### config.mk
export PLATFORM = sky130hd
export DESIGN_NAME = ddr2_sys_st_channel_filter
export DESIGN_NICKNAME = d
export VERILOG_FILES = /design/src/rtl/ddr2_sys_chf_pkg.sv /design/src/rtl/ddr2_sys_st_skid_buf.sv /design/src/rtl/ddr2_sys_st_channel_filter.sv
export SDC_FILE = /design/constraint.sdc
export NUM_CORES = 1
export LEC_CHECK = 0
export BUFFER_PORTS_ARGS = -buffer_cell sky130_fd_sc_hd__clkbuf_2
export CAP_MARGIN = 40
export CORE_ASPECT_RATIO = 1.75
export CORE_MARGIN = 3
export CORE_UTILIZATION = 52
export CTS_BUF_LIST = sky130_fd_sc_hd__clkbuf_8 sky130_fd_sc_hd__clkbuf_16
export DETAILED_ROUTE_END_ITERATION = 8
export GPL_TIMING_DRIVEN = 1
export PLACE_DENSITY = 0.81
export SYNTH_ARGS = -nofsm -noshare
export SYNTH_HDL_FRONTEND = slang
export SYNTH_SLANG_ARGS = --single-unit
### constraint.sdc
create_clock -name clk -period 2.4 [get_ports clk]
set_clock_uncertainty 0.05 [all_clocks]
set_input_delay 0.12 -clock clk [delete_from_list [all_inputs] [get_ports clk]]
set_output_delay 0.12 -clock clk [all_outputs]
set_load 0.005 [all_outputs]
### src/rtl/ddr2_sys_chf_pkg.sv
// Shared types for the ddr2_sys Avalon-ST channel filter: FSM states and the
// default-configuration beat carried through the skid buffer.
package ddr2_sys_chf_pkg;

  typedef enum logic [1:0] {
    IDLE = 2'd0,
    PASS = 2'd1,
    DROP = 2'd2
  } chf_state_t;

  localparam int unsigned CHF_DATA_W   = 8;
  localparam int unsigned CHF_IN_CH_W  = 8;
  localparam int unsigned CHF_OUT_CH_W = 2;
  localparam int unsigned CHF_MAX_CH   = 3;
  localparam int unsigned CHF_CNT_W    = 16;

  typedef struct packed {
    logic [CHF_DATA_W-1:0]   data;
    logic [CHF_OUT_CH_W-1:0] channel;
    logic                    sop;
    logic                    eop;
  } chf_beat_t;

endpackage

### src/rtl/ddr2_sys_st_skid_buf.sv
// Two-entry registered skid buffer: main register drives the outputs, skid
// register absorbs one beat while the main register is stalled.
module ddr2_sys_st_skid_buf
  import ddr2_sys_chf_pkg::*;
#(
  parameter type beat_t = chf_beat_t
) (
  input  logic  clk,
  input  logic  rst_n,
  input  logic  s_valid_i,
  output logic  s_ready_o,
  input  beat_t s_beat_i,
  output logic  m_valid_o,
  input  logic  m_ready_i,
  output beat_t m_beat_o
);

  logic  main_valid_q, main_valid_d;
  logic  skid_valid_q, skid_valid_d;
  logic  ready_q;
  beat_t main_q, main_d;
  beat_t skid_q, skid_d;
  logic  push;
  logic  load_main;

  assign push      = s_valid_i && ready_q;
  assign load_main = !main_valid_q || m_ready_i;

  always_comb begin
    main_valid_d = main_valid_q;
    skid_valid_d = skid_valid_q;
    main_d       = main_q;
    skid_d       = skid_q;
    if (load_main) begin
      if (skid_valid_q) begin
        // ready_q is low whenever skid holds a beat, so no push can collide here
        main_d       = skid_q;
        main_valid_d = 1'b1;
        skid_valid_d = 1'b0;
      end else begin
        main_valid_d = push;
        if (push) main_d = s_beat_i;
      end
    end else if (push) begin
      skid_d       = s_beat_i;
      skid_valid_d = 1'b1;
    end
  end

  always_ff @(posedge clk or negedge rst_n) begin
    if (!rst_n) begin
      main_valid_q <= 1'b0;
      skid_valid_q <= 1'b0;
      ready_q      <= 1'b0;
      main_q       <= '0;
      skid_q       <= '0;
    end else begin
      main_valid_q <= main_valid_d;
      skid_valid_q <= skid_valid_d;
      ready_q      <= !skid_valid_d;
      main_q       <= main_d;
      skid_q       <= skid_d;
    end
  end

  assign s_ready_o = ready_q;
  assign m_valid_o = main_valid_q;
  assign m_beat_o  = main_q;

endmodule

### src/rtl/ddr2_sys_st_channel_filter.sv
// Avalon-ST channel adapter: narrows the channel and discards packets above
// MAX_CHANNEL. Optional drop counter under DDR2_SYS_CHF_DROP_CNT_EN.
module ddr2_sys_st_channel_filter
  import ddr2_sys_chf_pkg::*;
#(
  parameter int unsigned DATA_W      = CHF_DATA_W,
  parameter int unsigned IN_CH_W     = CHF_IN_CH_W,
  parameter int unsigned OUT_CH_W    = CHF_OUT_CH_W,
  parameter int unsigned MAX_CHANNEL = CHF_MAX_CH,
  parameter int unsigned CNT_W       = CHF_CNT_W
) (
  input  logic                clk,
  input  logic                reset_n,
  output logic                in_ready,
  input  logic                in_valid,
  input  logic [DATA_W-1:0]   in_data,
  input  logic [IN_CH_W-1:0]  in_channel,
  input  logic                in_startofpacket,
  input  logic                in_endofpacket,
  input  logic                out_ready,
  output logic                out_valid,
  output logic [DATA_W-1:0]   out_data,
  output logic [OUT_CH_W-1:0] out_channel,
  output logic                out_startofpacket,
  output logic                out_endofpacket
`ifdef DDR2_SYS_CHF_DROP_CNT_EN
  ,
  output logic [CNT_W-1:0]    drop_count
`endif
);

  typedef struct packed {
    logic [DATA_W-1:0]   data;
    logic [OUT_CH_W-1:0] channel;
    logic                sop;
    logic                eop;
  } beat_t;

  localparam logic [IN_CH_W-1:0] MAX_CH = IN_CH_W'(MAX_CHANNEL);

  chf_state_t          state_q, state_d;
  logic [OUT_CH_W-1:0] ch_q, ch_d;
  logic                accept;
  logic                ch_ok;
  logic                fwd;
  beat_t               in_beat;
  beat_t               out_beat;

  assign accept = in_valid && in_ready;
  assign ch_ok  = (in_channel <= MAX_CH);

  always_ff @(posedge clk or negedge reset_n) begin
    if (!reset_n) begin
      state_q <= IDLE;
      ch_q    <= '0;
    end else begin
      state_q <= state_d;
      ch_q    <= ch_d;
    end
  end

  always_comb begin
    state_d = state_q;
    if (accept) begin
      if (in_startofpacket) begin
        if (in_endofpacket) state_d = IDLE;
        else                state_d = ch_ok ? PASS : DROP;
      end else if (in_endofpacket) begin
        state_d = IDLE;
      end
    end
  end

  // A stray non-SOP beat in IDLE carries its own channel, not the latched one
  always_comb begin
    fwd             = 1'b0;
    ch_d            = ch_q;
    in_beat.data    = in_data;
    in_beat.channel = ch_q;
    in_beat.sop     = in_startofpacket;
    in_beat.eop     = in_endofpacket;
    if (accept) begin
      if (in_startofpacket) begin
        if (ch_ok) begin
          fwd             = 1'b1;
          ch_d            = in_channel[OUT_CH_W-1:0];
          in_beat.channel = in_channel[OUT_CH_W-1:0];
        end
      end else begin
        case (state_q)
          PASS:    fwd = 1'b1;
          DROP:    fwd = 1'b0;
          default: begin
            fwd             = ch_ok;
            in_beat.channel = in_channel[OUT_CH_W-1:0];
          end
        endcase
      end
    end
  end

  ddr2_sys_st_skid_buf #(
    .beat_t (beat_t)
  ) u_skid (
    .clk       (clk),
    .rst_n     (reset_n),
    .s_valid_i (fwd),
    .s_ready_o (in_ready),
    .s_beat_i  (in_beat),
    .m_valid_o (out_valid),
    .m_ready_i (out_ready),
    .m_beat_o  (out_beat)
  );

  assign out_data          = out_beat.data;
  assign out_channel       = out_beat.channel;
  assign out_startofpacket = out_beat.sop;
  assign out_endofpacket   = out_beat.eop;

`ifdef DDR2_SYS_CHF_DROP_CNT_EN
  logic [CNT_W-1:0] drop_cnt_q, drop_cnt_d;
  logic             drop_sop;

  assign drop_sop = accept && in_startofpacket && !ch_ok;

  always_comb begin
    drop_cnt_d = drop_cnt_q;
    if (drop_sop && (drop_cnt_q != '1)) drop_cnt_d = drop_cnt_q + 1'b1;
  end

  always_ff @(posedge clk or negedge reset_n) begin
    if (!reset_n) drop_cnt_q <= '0;
    else          drop_cnt_q <= drop_cnt_d;
  end

  assign drop_count = drop_cnt_q;
`endif

endmodule

==> run metrics <==
status=complete, no violations; # DRC=0; met2 usage=0.351; Final Hold Fails=0; # H-tree levels=2; GR met1 Demand/Resource=0.218; largest cells by area after synthesis=dfrtp_1 (51%), mux2_2 (27%), nand4_1 (1.6%); Chip Width=between 40 and 50 um; First-pass DRT Iterations=4; Buf+Inv Stages, Crit Path=1; #FFs+latches synth=31; Placer Congestion=0.981; CP max stage cell=or3b_2; Clock Latency Late Sink=approximately 0.28 ns; Peak VDD IR=around 0.44 mV; worst hold margin=0.0319 ns; Die H=slightly below 80 um; drt via density=approximately 5.9; Worst Hold Class=input pin to flip-flop; crit path launch type=flip-flop; Avg WL per Cell=16.8 um; Total Nets Final=181; unique cell type count in the Yosys netlist=29; share of the synthesized area in the top cell type=0.511; ys async rst share=1.00; Site Rows=25; CP arrival=roughly 2.4 ns; clk buf depth=2; combinational power share=0.127; minimum clock period=between 2 and 2.5 ns; Rel. slew slack=0.497; P_leak=roughly 0.93 nW; GRT busiest layer=met2; Ys Warns=0; unrepaired setup endpoints after global routing=false; Initial Util=0.551; Fin Setup TNS=0 ns; Power Dens Cells=between 600 and 700 nW/um^2; routed wire length=around 3100 um; Post-synth EDFFs=0; CP cell instances=ha_1 > or3b_2 > o41ai_2 > nor3b_4 > buf_12 > mux2_2; setup violators final=0; first-pass GRT wire length=5420 um; share of layout cells above drive strength 1=0.553; slowest stage delay, CP=0.46 ns; clock share of power=0.354; crit-path max FO=12; Num CTS Buffers=5; area grow syn2layout=20.4%; TritonCTS clock tree=built; area leader, netlist=dfrtp_1; clk sinks=31; commonest non-fill, non-tap cells in the layout=mux2_2 (36), clkbuf_2 (35), dfrtp_1 (31); DP HPWL=roughly 2400 um; I/O Buffers=35; Critical Path RT=2.51 ns; Achievable Freq=roughly 440 MHz; post-synthesis cell count=approximately 120; post-route ant nets=0; switching part of the total=0.249; vias in the first global route=roughly 1,200; family with the most delay on the worst path=simple AND/OR/NAND/NOR gates; pin count of the biggest net entering global routing=32; gr ovfl total=0; Seq pwr share=0.519; cell area after synthesis=between 1500 and 2000 um^2; clock-pin slew on the worst setup and hold paths=~0.07 ns; period utilisation layout=0.949; most common cell after layout, fill and taps aside=mux2_2; Root Buffer=clkbuf_8; Setup CP Type=flip-flop to flip-flop; sequential element share of the synthesized area=0.511; Ant. Diodes=0; Tot GR Track Use=0.208; Slew @ Worst Pin=about 0.75 ns; Synth Flop Type=dfrtp_1; Max-cap violations=0; Core Area=approximately 2800 um^2; Mapped Nets=140; initial antenna violation count=0; Int Power=0.824 mW; CP endpoint kind=flip-flop; Max Slew Vio Count=0; Die ar.=about 3600 um^2; routed via count=roughly 1,100; average size of a mapped cell=13.0 um^2; I/O Pins=36; met3 usage=0.0580; switching pwr=0.273 mW; DR iter-0 viols=22
## state kept, by name, indices dropped and copies added, names as in the netlist
signal	cells
u_skid.s_ready_o	1
u_skid.m_beat_o	12
u_skid.skid_valid_q	1
state_q	2
ch_q	2
u_skid.skid_q	12
u_skid.m_valid_o	1
## cells in the mapped netlist (all sizes together) (2+ instances only)
cell and instances:
mux2 36, dfrtp 31, nor2 5, nand2 4
nand4 4, a21oi 3, clkbuf 3, nand2b 3
o211ai 3, a22oi 2, a41oi 2, buf 2
inv 2, nand3 2, nor3b 2, or3b 2
## per-layer routing
metal | wire length (um) | vias to the layer above
met5 | 0 | -
met4 | 97 | 0
met3 | 154 | 8
met2 | 1730 | 34
met1 | 1140 | 544
li1 | - | 513
## cell families after synthesis
| group | count (synthesis) | share of synthesized area |
|---|---|---|
| AND/OR/NAND/NOR | 28 | 0.118 |
| multiplexers | 37 | 0.274 |
| AO/OA/AOI/OAI | 13 | 0.0660 |
| buffers and inverters | 7 | 0.0231 |
| adder cells (fa/ha/maj) | 1 | 0.00824 |
| flip-flops | 31 | 0.511 |
## per-stage QoR
| stage | std cells | utilization | setup slack, ns | cell area, um^2 | total power, mW |
|---|---|---|---|---|---|
| 2_1_floorplan | 117 | - | 0.249 | 1520 | 0.645 |
| 3_3_place_gp | 177 | 0.630 | 0.220 | 1730 | 0.712 |
| 3_5_place_dp | 177 | 0.630 | 0.160 | 1730 | 0.720 |
| 6_report | 186 | 0.664 | 0.122 | 1830 | 1.10 |
| 5_1_grt | 186 | 0.664 | 0.0698 | 1830 | 1.15 |
| 4_1_cts | 186 | 0.664 | 0.129 | 1830 | 1.11 |
## power by group through the flow
stage / registers, mW / logic (mW) / clock network [mW]
floorplan: 0.580 / 0.0646 / 0
global placement: 0.577 / 0.135 / 0
detailed placement: 0.580 / 0.140 / 0
CTS: 0.570 / 0.141 / 0.400
global route: 0.573 / 0.154 / 0.427
finish: 0.570 / 0.139 / 0.388
## worst paths after layout
kind / startpoint / end / slack [ns] / cells past startpoint
setup / recovery: state_q[0]$_DFFE_PN0P_ / u_skid.skid_q[1]$_DFFE_PN0P_ / 0.12 / 6
hold / removal: in_data[2] / u_skid.skid_q[6]$_DFFE_PN0P_ / 0.03 / 2
setup reg to reg: state_q[0]$_DFFE_PN0P_ / u_skid.skid_q[1]$_DFFE_PN0P_ / 0.12 / 6
hold reg to reg: u_skid.skid_q[2]$_DFFE_PN0P_ / u_skid.skid_q[2]$_DFFE_PN0P_ / 0.46 / 1
max in group asynchronous: reset_n / u_skid.m_beat_o[9]$_DFFE_PN0P_ / 1.42 / 2
min in group asynchronous: reset_n / u_skid.skid_q[5]$_DFFE_PN0P_ / 0.39 / 2
## what timing repair did
action	CTS	global route
hold buffers	1	0
buffers inserted	0	0
endpoints found under the setup margin	0	0
resized for setup	0	0
hold endpoints to repair	31	0
## area by class of cell
type,count,area [um^2]
Fill cell,207,925
Sequential cell,31,776
Multi-Input combinational cell,79,707
Timing Repair Buffer,39,220
Clock buffer,5,68.8
Tap cell,27,33.8
Clock inverter,3,15.0
Inverter,2,7.51
Power figures use the tool's default switching activity.
